## src/rtl/file_register_pkg.sv

```systemverilog
// file_register_pkg: opcodes and default field widths shared by the micro command register bank.
package file_register_pkg;
    localparam int DEF_NB_C0M  = 8;
    localparam int DEF_NB_DATA = 24;
    localparam int DEF_NB_INST = DEF_NB_C0M + DEF_NB_DATA;
    typedef logic [DEF_NB_C0M-1:0] opcode_t;
    localparam opcode_t KERNEL_SEL     = 8'd0;
    localparam opcode_t LOAD_FRAME     = 8'd1;
    localparam opcode_t END_FRAME      = 8'd2;
    localparam opcode_t IS_FRAME_READY = 8'd3;
    localparam opcode_t GET_FRAME      = 8'd4;
endpackage

```

## src/rtl/rise_edge_detect.sv

```systemverilog
// rise_edge_detect: one-cycle pulse while sig_i is high and was low on the previous clock.
module rise_edge_detect (
    input  logic clk_i,
    input  logic rst_ni,
    input  logic sig_i,
    output logic rise_o
);
    logic sig_q;
    always_ff @(posedge clk_i or negedge rst_ni)
        if (!rst_ni) sig_q <= 1'b0;
        else         sig_q <= sig_i;
    assign rise_o = sig_i & ~sig_q;
endmodule

```

## src/rtl/file_register.sv

```systemverilog
// file_register: decodes micro GPIO instructions into kernel/frame controls and status replies.
module file_register
    import file_register_pkg::*;
#(
    parameter int NB_C0M  = DEF_NB_C0M,
    parameter int NB_DATA = DEF_NB_DATA,
    parameter int NB_INST = NB_C0M + NB_DATA
) (
    input  logic               clock,
    input  logic               reset,
    input  logic [NB_INST-1:0] i_cmd_from_micro,
    input  logic               i_frame_ready,
    input  logic [NB_INST-1:0] i_frame_from_mem,
    output logic [NB_INST-1:0] o_data_to_micro,
    output logic [NB_DATA-1:0] o_frame_from_micro,
    output logic [1:0]         o_kernel_sel,
    output logic               o_load,
    output logic               o_start_conv
);
    logic [NB_C0M-1:0]  cmd;
    logic [NB_DATA-2:0] data;
    logic               exec;
    logic [NB_INST-1:0] data_q, data_d;
    logic [NB_DATA-1:0] frame_q, frame_d;
    logic [1:0]         kernel_q, kernel_d;
    logic               load_q, load_d, start_q, start_d;
    assign cmd  = i_cmd_from_micro[NB_INST-1:NB_DATA];
    assign data = i_cmd_from_micro[NB_DATA-2:0];
    rise_edge_detect u_en_edge (
        .clk_i  (clock),
        .rst_ni (reset),
        .sig_i  (i_cmd_from_micro[NB_DATA-1]),
        .rise_o (exec)
    );
    always_comb begin
        data_d   = data_q;
        frame_d  = frame_q;
        kernel_d = kernel_q;
        load_d   = 1'b0;
        start_d  = 1'b0;
        if (exec)
            case (cmd)
                KERNEL_SEL:     kernel_d = data[1:0];
                LOAD_FRAME:     begin frame_d = {1'b0, data}; load_d = 1'b1; end
                END_FRAME:      start_d = 1'b1;
                IS_FRAME_READY: data_d = {{(NB_INST-1){1'b0}}, i_frame_ready};
                GET_FRAME:      data_d = i_frame_from_mem;
                default:        ;
            endcase
    end
    always_ff @(posedge clock or negedge reset)
        if (!reset) begin
            data_q   <= '0;
            frame_q  <= '0;
            kernel_q <= '0;
            load_q   <= 1'b0;
            start_q  <= 1'b0;
        end else begin
            data_q   <= data_d;
            frame_q  <= frame_d;
            kernel_q <= kernel_d;
            load_q   <= load_d;
            start_q  <= start_d;
        end
    assign o_data_to_micro    = data_q;
    assign o_frame_from_micro = frame_q;
    assign o_kernel_sel       = kernel_q;
    assign o_load             = load_q;
    assign o_start_conv       = start_q;
endmodule

```

## config.mk

```make
export PLATFORM = sky130hd
export DESIGN_NAME = file_register
export DESIGN_NICKNAME = d
export VERILOG_FILES = /design/src/rtl/file_register_pkg.sv /design/src/rtl/rise_edge_detect.sv /design/src/rtl/file_register.sv
export SDC_FILE = /design/constraint.sdc
export NUM_CORES = 1
export LEC_CHECK = 0
export CORE_MARGIN = 3
export CORE_UTILIZATION = 36
export CTS_CLUSTER_DIAMETER = 100
export DETAILED_ROUTE_END_ITERATION = 6
export GPL_ROUTABILITY_DRIVEN = 1
export PLACE_DENSITY = 0.77
export SLEW_MARGIN = 10
export SYNTH_ARGS = -nofsm -noshare
export SYNTH_HDL_FRONTEND = slang
export SYNTH_SLANG_ARGS = --single-unit
export TNS_END_PERCENT = 20
```

## constraint.sdc

```tcl
create_clock -name clock -period 1.6 [get_ports clock]
set_input_delay 0.32 -clock clock [delete_from_list [all_inputs] [get_ports clock]]
set_output_delay 0.32 -clock clock [all_outputs]
set_load 0.02 [all_outputs]
```

* Word level (Yosys, flattened, before mapping) *
Cells that the tools add are included.

storage, ports and cells
  flip-flop bits (word level) = 60
  input port bits = 67
  output and inout bits = 60
  word-level logic and storage cells = 22

operators by class
  eq/ne operators = 4
  multiplexer cells = 5
  bitwise logic cells = 2
  reductions and logical operators = 5

operator list
  operator            number
  $pmux 32 s2         1
  $eq 8x2->1 const B  2
  $eq 8x1->1 const B  1
  $eq 8x3->1 const B  1
  $logic_not 8->1     1
  $reduce_and 2->1    3
  $mux 1              4
  $reduce_bool 2->1   1
  $and 1x1->1         1
  $not 1->1           1

* Longest topological paths before layout *
Gate-level depths: netlist (run 1).

  word-level depth = 3
  depth in mapped cells = 6
  depth with buffers taken out = 4

* Cells and area by module *
From an unflattened synthesis (run 1), not the netlist that was laid out.

second synthesis, totals
  cell total of the unflattened synthesis = 207
  area total of the unflattened synthesis = 2,383.5 µm²

by module, submodules not included
  module            instances  cells an instance  area each (µm²)  sequential area each (µm²)
  file_register     1          205                2,344.7          1,476.4
  rise_edge_detect  1          2                  38.8             25.0

* Worst setup path before layout (run 1) *
No wires, ideal clock.

  kind = register -> register
  start = register u_en_edge.sig_q
  end = register frame_q[10], in the netlist o_frame_from_micro[10]
  library setup time = 0.125 ns
  arrival = 1.648 ns
  required time = 1.475 ns
  slack = -0.173 ns
  cell stages (with the launch flop) = 7
  path buffers = 2
  period minus slack after synthesis = 1.773 ns
  cells stage by stage = dfrtp_1 > nor2b_1 > clkbuf_1 > nand4b_2 > nor3b_4 > buf_6 > mux2_2

on the way
  word-level cells in the longest chain between the ends = 3

ends and longest elaborated chain
  what                        RTL line                source
  from (decl)                 rise_edge_detect.sv:8   logic sig_q;
  from (signal assigned)      rise_edge_detect.sv:11  else sig_q <= sig_i;
  $not 1->1                   rise_edge_detect.sv:12  assign rise_o = sig_i & ~sig_q;
  $and 1x1->1                 rise_edge_detect.sv:12
  $reduce_and 2->1 (no line)  n/a
  to (signal assigned)        file_register.sv:60     frame_q <= frame_d;
  to (decl)                   file_register.sv:24     logic [NB_DATA-1:0] frame_q, frame_d;

Every way passes these cells.
A chain may end at the register's enable or synchronous reset.

* Worst setup path after layout (run 1) *
  start = register u_en_edge.sig_q
  end = register frame_q[17], in the netlist o_frame_from_micro[17]

The elaborated chain is that of the path after synthesis.

==> results of run 1 <==
critical path, stage by stage (launching register included):
cell	delay [ns]
dfrtp_1	0.40
nor2b_4	0.16
nand4b_4	0.13
nor3b_4	0.19
buf_6	0.13
buf_6	0.12
buf_12	0.13
mux2_4	0.30
through the flow:
step	instance area, um^2	TNS (ns)
3_5_place_dp	3867	-30.70
4_1_cts	4272	-4.598
5_1_grt	4464	-3.969
2_1_floorplan	2476	-2.895
3_3_place_gp	3867	-29.44
6_report	4464	-1.647
sequential cells by signal, summed over array words and instances, names as in the netlist:
| name | flops |
|---|---|
| o_data_to_micro | 32 |
| o_frame_from_micro | 23 |
| o_kernel_sel | 2 |
| o_load | 1 |
| o_start_conv | 1 |
| u_en_edge.sig_q | 1 |
power breakdown:
part / total, mW / internal [mW] / switching (mW)
combinational: 0.622 / 0.338 / 0.284
clock: 1.20 / 0.634 / 0.561
sequential: 1.65 / 1.60 / 0.0462
total: 3.47 / 2.58 / 0.892
final timing paths:
check | slack [ns] | end
setup / recovery | -0.09 | o_frame_from_micro[17]
hold / removal | 0.26 | u_en_edge.sig_q
setup reg to reg | -0.09 | o_frame_from_micro[17]
hold reg to reg | 0.51 | o_frame_from_micro[14]
max in group asynchronous | 0.80 | o_data_to_micro[18]
min in group asynchronous | 0.51 | o_data_to_micro[6]
layout make-up:
class | instances | share of cell area [%]
Clock inverter | 2 | 0.2242
Inverter | 32 | 2.691
Sequential cell | 60 | 33.63
Timing Repair Buffer | 148 | 37.67
Multi-Input combinational cell | 102 | 20.07
Clock buffer | 13 | 3.559
Tap cell | 77 | 2.158
placed cells by master (no fill, tap or decap), types with 2 or more instances in the layout:
cell              n
clkbuf_1          2
mux2_4           24
clkdlybuf4s50_1  57
buf_16            3
clkdlybuf4s15_1   2
o21ai_0          31
buf_12            3
buf_4            12
dlygate4sd2_1     2
buf_2             2
clkinv_2          2
mux2_2            3
nand4_1          31
buf_6             4
clkbuf_8         11
inv_1            32
dfrtp_1          60
dlymetal6s2s_1   62
nor3b_4           2
layer usage:
layer  GRT usage (%)  part of all wire, %
met1           24.54                   42
met2           30.30                   50
met3           4.700                  7.3
met4           6.901                  1.3
met5               0                    0
synth_stat cells (2+ instances only):
cell | number | share of area, %
clkbuf_1 | 14 | 2.1
nand4_1 | 31 | 7.8
o21ai_0 | 31 | 6.3
buf_6 | 2 | 0.91
mux2_2 | 24 | 11
inv_1 | 32 | 4.9
dfrtp_1 | 60 | 61
mux2_1 | 3 | 1.4
cell families after synthesis:
| logic type | count (synthesis) |
|---|---|
| simple gates | 42 |
| flops | 60 |
| mux | 27 |
| other cells | 1 |
| compound gates | 32 |
| buf+inv | 49 |
what timing repair did:
item / CTS / global route
gates resized for setup: 39 / 68
hold endpoints to repair: 27 / 0
pin swaps: 3 / 2
cloned: 3 / 0
hold buffers: 1 / 0
buffers inserted: 4 / 2
setup endpoints to repair: 114 / 116
==> impl_metrics.yaml, run 1 <==
clock_tree:
  cts_buffers: 9
  cts_sinks: 60
  clk_latency_ns: 0.33
  cts-htree-levels: 3
  cts_tree: "yes"
  cts.path.max_buffers: 2
  cts-root-buf: "clkbuf_8"
  clk_pin_slew_ns: 0.07
detailed_routing:
  detail-route-antenna-nets: 0
  first_pass_iters: 4
  wl_per_cell_um: 16.86
  vias: 2165
  wirelength_mm: 7.318
  drtIter0Drc: 85
  drc: 0
  viasPerCell: 4.988
place:
  gp_congestion: 0.6827
  io_buffers: 125
  dp.cells: 409
  place_ws_ns: -0.6176
  detailed_place_hpwl_mm: 4.734
critical_path:
  worst-setup-path-type: "flip-flop to flip-flop"
  cp_data_required_time_ns: 1.81
  cp-end-kind: "flip-flop"
  worstPathArrival_ns: 1.90
  startpoint_type: "flip-flop"
  r2r_start: "u_en_edge.sig_q"
  reg2regPathDepth: 7
  crit_fanout: 6
  critPathLaunch: "u_en_edge.sig_q"
yosys:
  synth_xor_area_share_pct: 0
  ys_seq_area_share_pct: 60.64
  synth_top_family_by_area: "multiplexers"
  synthCells: 211
  postSynth.asyncResetShare_pct: 100.0
  ys_ff_latch: 60
  synth-simple-area-share_pct: 12.18
  muxShareOfSynthArea_pct: 12.28
  ys.flop_type: "dfrtp_1"
  netlist_area_um2: 2476
  yosysWarningCount: 0
  syn_avg_cell_area_um2: 11.74
  synth_fp_nets: 278
  synth_compound_area_share_pct: 6.569
  yosys.area_share.adder_pct: 0
  ys_types: 22
  synth_edf_count: 0
floorplanning:
  die_h_um: 88.94
  io_pins: 127
  start_util_pct: 38.12
  core_area_um2: 6495
  rows: 29
  dieArea_um2: 7909
  die_w_um: 88.94
sta:
  period_share_pct: 105.4
  whs_ns: 0.2588
  drv_slew: 0
  hold_viol: 0
  skew_ns: 0.007910
  fin_crit_ns: 1.686
  clock.fmax_mhz: 593.0
  setup_slack_ns: -0.08636
  rsz0062_at_grt: "true"
  finalSetupViolations: 24
grt:
  antenna_found_initial: 0
  grt_max_degree: 61
  grt_usage_pct: 18.75
  grt_pass1_vias: 2218
  grt_pass1_wl_mm: 11.21
  overflow: 0
cells_and_area:
  nets: 420
  stdcell_count: 434
  multi_input_area_um2: 895.9
  n_fill_cell: 457
  n_antenna_cell: 0
  seqCellArea_um2: 1501
  area_delta_synth_final_pct: 80.29
  fin_util_pct: 68.73
  drive_above_1_share_pct: 19.61
pwr:
  finalPower_mw: 3.468
  leakagePower_nw: 2.554
  irDropWorstVdd_mv: 0.5144
  p_per_area_nw_per_um2: 776.8
job:
  drv_cap: 0
outcome:
  outcome: "complete, but fails checks"
  violations: "setup timing"
min_path:
  whs_path_depth: 1
  min-delay-start: "i_cmd_from_micro[23]"
  min_path_type: "primary input to flip-flop"
(Power assumes the default switching activity.)
==> run 2: changes to the inputs <==
CORE_MARGIN = default   (was 3)
SETUP_SLACK_MARGIN = 0.4   (was default)
SKIP_LAST_GASP = 1   (was default)
==> run 2 against run 1 <==
Effect of this change:
- the run ends with DRC, setup timing left
- maximum frequency decreased by 2.3%
- count of clock-buffer cells in the layout decreased by 2
- sequential power about the same
- utilization increased by 0.85 points
- clock skew increased by 0.0023 ns
- sequential share of layout area decreased by 0.41 points
- final cell count increased by 1.8%
==> impl_metrics.yaml, run 2 (synthesis results as in run 1) <==
outcome:
  outcome: "complete, but fails checks"
  violations: "DRC, setup timing"
floorplanning:
  io_pins: 127
  die_w_um: 84.94
  dieArea_um2: 7214
  start_util_pct: 38.12
  rows: 29
  core_area_um2: 6495
  die_h_um: 84.94
critical_path:
  cp_data_required_time_ns: 1.81
  reg2regPathDepth: 7
  cp_cell_sequence: "clkdlybuf4s15_2, nor4_4, nand4b_4, nor3b_4, buf_6, buf_6, buf_12, mux2_4"
  worstPathArrival_ns: 1.94
  timing.rr.end: "o_frame_from_micro[4]"
  worst-setup-path-type: "primary input to flip-flop"
  crit_top_cell: "buf_6"
  startpoint_type: "primary input"
  r2r_setup_slack_ns: -0.12
  cp_num_cells: 8
  crit_fanout: 6
  crit_family: "simple AND/OR/NAND/NOR gates"
  slowest_stage: "nor4_4"
  cp-end-kind: "flip-flop"
  critPathBufInv: 4
  r2r_start: "u_en_edge.sig_q"
  critPathMaxStageDelay_ns: 0.33
clock_tree:
  cts_tree: "yes"
  cts_buffers: 9
  cts.path.max_buffers: 2
  clk_pin_slew_ns: 0.07
  cts_sinks: 60
  clk_latency_ns: 0.33
  cts-root-buf: "clkbuf_8"
  cts-htree-levels: 3
sta:
  tns_ns: -2.541
  period_share_pct: 107.9
  skew_ns: 0.01019
  rsz0062_at_grt: "true"
  finalSetupViolations: 64
  whs_ns: 0.2678
  slew_headroom_pct: 63.20
  fin_crit_ns: 1.727
  clock.fmax_mhz: 579.2
  hold_viol: 0
  drv_slew: 0
  worst_pin_slew_ns: 0.5521
  setup_slack_ns: -0.1266
cells_and_area:
  n_antenna_cell: 0
  stdcell_count: 442
  largest_reg_flops: 32
  layout_common_cells: "clkdlybuf4s50_1 (116), dfrtp_1 (60), inv_1 (32)"
  area_delta_synth_final_pct: 82.52
  final_common_cell: "clkdlybuf4s50_1"
  final_cell_area_um2: 4519
  nets: 427
  drive_above_1_share_pct: 22.74
  fin_util_pct: 69.58
pwr:
  sw_frac_of_total_pct: 24.31
  finalPower_mw: 3.884
  clockPowerShare_pct: 40.5
  irDropWorstVdd_mv: 0.5263
  seq_power_share_pct: 42.6
  p_int_mw: 2.940
  comb_power_share_pct: 17.0
  p_sw_mw: 0.9442
  p_per_area_nw_per_um2: 859.5
  leakagePower_nw: 2.084
place:
  io_buffers: 125
  detailed_place_hpwl_mm: 4.513
  place_ws_ns: -0.6261
  dp.cells: 410
  gp_congestion: 0.7266
  place_area_um2: 3887
grt:
  overflow: 0
  grt_pass1_vias: 2233
  antenna_found_initial: 0
  grt_max_degree: 33
  grt_pass1_wl_mm: 11.59
  grt_usage_pct: 20.92
min_path:
  min_path_type: "primary input to flip-flop"
  min-delay-start: "i_cmd_from_micro[23]"
  whs_endpoint: "u_en_edge.sig_q"
  whs_path_depth: 1
detailed_routing:
  first_pass_iters: 7
  drtIter0Drc: 85
  wl_per_cell_um: 16.79
  detail-route-antenna-nets: 0
  vias: 2196
  viasPerCell: 4.968
  drc: 8
  wirelength_mm: 7.423
job:
  drv_cap: 0
## run 2: layout make-up
cell class	count	area, um^2
timing repair buffer	155	1685
tap	77	96.34
inverter	32	120.1
clock inverter	5	83.83
clock buffer	11	151.4
fill	481	1976
sequential	60	1501
multi-input combinational	102	880.8
## run 2: worst register-to-register path: cells and delay by family, from the launching register on
family	cells	cell delay, ns
buffers and inverters	3	0.37
flip-flops	1	0.39
multiplexers	1	0.31
AND/OR/NAND/NOR	3	0.55
## run 2: worst max-delay path by stage
stage / to / slack (ns) / from
floorplan: o_frame_from_micro[10] / -0.15 / i_cmd_from_micro[29]
global placement: o_frame_from_micro[17] / -0.58 / i_cmd_from_micro[29]
detailed placement: o_frame_from_micro[10] / -0.63 / i_cmd_from_micro[29]
CTS: o_frame_from_micro[5] / -0.09 / u_en_edge.sig_q
global route: o_frame_from_micro[4] / -0.17 / u_en_edge.sig_q
finish: o_frame_from_micro[4] / -0.13 / i_cmd_from_micro[28]
## run 2: layer usage
metal / wire length (um) / GRT usage (%)
met5: 0 / 0
met1: 3330 / 27.80
met2: 3638 / 34.22
met3: 390 / 5.350
met4: 63 / 5.701
## run 2: what timing repair did
item | in CTS | in global routing
setup buffers | 6 | 3
gates resized for setup | 38 | 18
hold buffers | 1 | 0
endpoints found under the hold margin | 20 | 0
gates cloned | 3 | 3
endpoints found under the setup margin | 118 | 118
pin swaps | 3 | 3
## run 2: power groups by stage
stage / registers (mW) / clock network (mW) / logic [mW]
after floorplan: 1.78 / 0 / 0.0988
after global placement: 1.68 / 0 / 0.618
after detailed placement: 1.68 / 0 / 0.626
after CTS: 1.65 / 1.60 / 0.643
after global routing: 1.66 / 1.69 / 0.705
final: 1.65 / 1.57 / 0.659
==> run 3: changes to the inputs <==
PLACE_DENSITY = 0.87   (was 0.77)
SETUP_SLACK_MARGIN = default   (was 0.4)
==> run 3 against run 2 <==
Effect of this change:
- the flow still finishes with violations (DRC, setup timing)
- highest routed layer unchanged
- total power down 8.0%
- critical path type unchanged
- wire length shrank 4.7%
- utilization shrank 3.3 points
- critical endpoint is now o_frame_from_micro[0]
- non-clock buffer count shrank 6
==> impl_metrics.yaml, run 3 (synthesis results as in run 1) <==
floorplanning:
  die_w_um: 84.94
  rows: 29
  die_h_um: 84.94
  io_pins: 127
  core_area_um2: 6495
  dieArea_um2: 7214
  start_util_pct: 38.12
sta:
  period_share_pct: 102.7
  hold_viol: 0
  drv_slew: 0
  clock.fmax_mhz: 608.6
  fin_crit_ns: 1.643
  rsz0062_at_grt: "true"
  setup_slack_ns: -0.04300
  skew_ns: 0.008607
  finalSetupViolations: 62
detailed_routing:
  vias: 2176
  wirelength_mm: 7.071
  drc: 10
  wl_per_cell_um: 16.22
  detail-route-antenna-nets: 0
  viasPerCell: 4.991
  first_pass_iters: 7
  drtIter0Drc: 102
critical_path:
  critPathBufInv: 3
  cp_cell_sequence: "clkdlybuf4s15_1, nor4_4, nand4b_4, nor3b_4, buf_6, buf_4, mux2_2"
  worstPathArrival_ns: 1.85
  slowest_stage: "nor4_4"
  crit_family: "simple AND/OR/NAND/NOR gates"
  critPathMaxStageDelay_ns: 0.35
  crit_fanout: 3
  r2r_start: "u_en_edge.sig_q"
  cp_data_required_time_ns: 1.81
  worst-setup-path-type: "primary input to flip-flop"
  critPathLaunch: "i_cmd_from_micro[29]"
  cp-end-kind: "flip-flop"
  startpoint_type: "primary input"
pwr:
  p_per_area_nw_per_um2: 830.1
  irDropWorstVdd_mv: 0.4604
  finalPower_mw: 3.573
  leakagePower_nw: 1.997
cells_and_area:
  n_fill_cell: 494
  layout_common_cells: "clkdlybuf4s50_1 (118), dfrtp_1 (60), inv_1 (32)"
  largest_reg_flops: 32
  n_antenna_cell: 0
  drive_above_1_share_pct: 20.33
  nets: 421
  area_delta_synth_final_pct: 73.83
  final_common_cell: "clkdlybuf4s50_1"
place:
  place_ws_ns: -0.6133
  detailed_place_hpwl_mm: 4.677
  gp_congestion: 0.7596
  io_buffers: 125
job:
  drv_cap: 0
grt:
  grt_max_degree: 61
  grt_pass1_wl_mm: 11.39
  grt_usage_pct: 20.57
  antenna_found_initial: 0
  overflow: 0
  grt_pass1_vias: 2318
clock_tree:
  cts.path.max_buffers: 2
  cts_sinks: 60
  cts_buffers: 9
  clk_latency_ns: 0.33
  cts-htree-levels: 3
  clk_pin_slew_ns: 0.06
  cts-root-buf: "clkbuf_8"
  cts_tree: "yes"
outcome:
  outcome: "complete, but fails checks"
  violations: "DRC, setup timing"
min_path:
  min-delay-start: "i_cmd_from_micro[23]"
  min_path_type: "primary input to flip-flop"
## run 3: cell count changes in the layout (fill, tap and decap cells not counted), sizes merged
cell,change
clkinvlp,-2
clkdlybuf4s15,+1
bufinv,-1
clkbuf,-4
clkinv,+4
dlymetal6s2s,-2
clkdlybuf4s50,+2
buf,-4
## run 3: power by group
group	leakage, nW	switching (mW)	internal [mW]
sequential	0.689	0.0514	1.60
clock	0.0996	0.572	0.706
combinational	1.21	0.284	0.356
## run 3: through the flow
stage / util (%) / hold slack (ns) / TNS, ns / instance area [um^2] / std cells
after global routing: 66.27 / 0.2597 / -6.572 / 4304 / 436
after global placement: 59.66 / 0.3481 / -28.02 / 3875 / 410
final: 66.27 / 0.2643 / -1.032 / 4304 / 436
after detailed placement: 59.66 / 0.3532 / -30.01 / 3875 / 410
after CTS: 66.52 / 0.2434 / -3.925 / 4320 / 437
after floorplan: - / 0.02441 / -2.895 / 2476 / 211
## run 3: repair_timing
action                                  4_1_cts  5_1_grt
gates cloned                                  3        0
hold endpoints to repair                     10        0
hold buffers                                  1        0
pin swaps                                     3        3
endpoints found under the setup margin      111      116
buffers inserted                              7        2
resized for setup                            37        7
## run 3: worst paths after layout
path	to	slack, ns	cells past startpoint
setup / recovery	o_frame_from_micro[0]	-0.04	7
hold / removal	u_en_edge.sig_q	0.26	1
setup reg to reg	o_frame_from_micro[0]	-0.03	6
hold reg to reg	o_frame_from_micro[0]	0.51	1
max in group asynchronous	o_data_to_micro[10]	0.79	3
min in group asynchronous	o_frame_from_micro[11]	0.53	3
## run 3: cell type report
cell class                 instances  area (um^2)  area share (%)
multi-input combinational        102        888.4           20.64
clock inverter                     6        55.05           1.279
sequential                        60         1501           34.88
inverter                          32        120.1           2.791
tap                               77        96.34           2.238
timing repair buffer             149         1515           35.20
clock buffer                      10        127.6           2.965
## run 3: metal layers
metal	track usage, %	wire [um]	part of all wire, %
met5	0	0	0
met1	24.46	2913	41
met3	5.058	445	6.3
met4	10.02	189	2.7
met2	35.03	3522	50
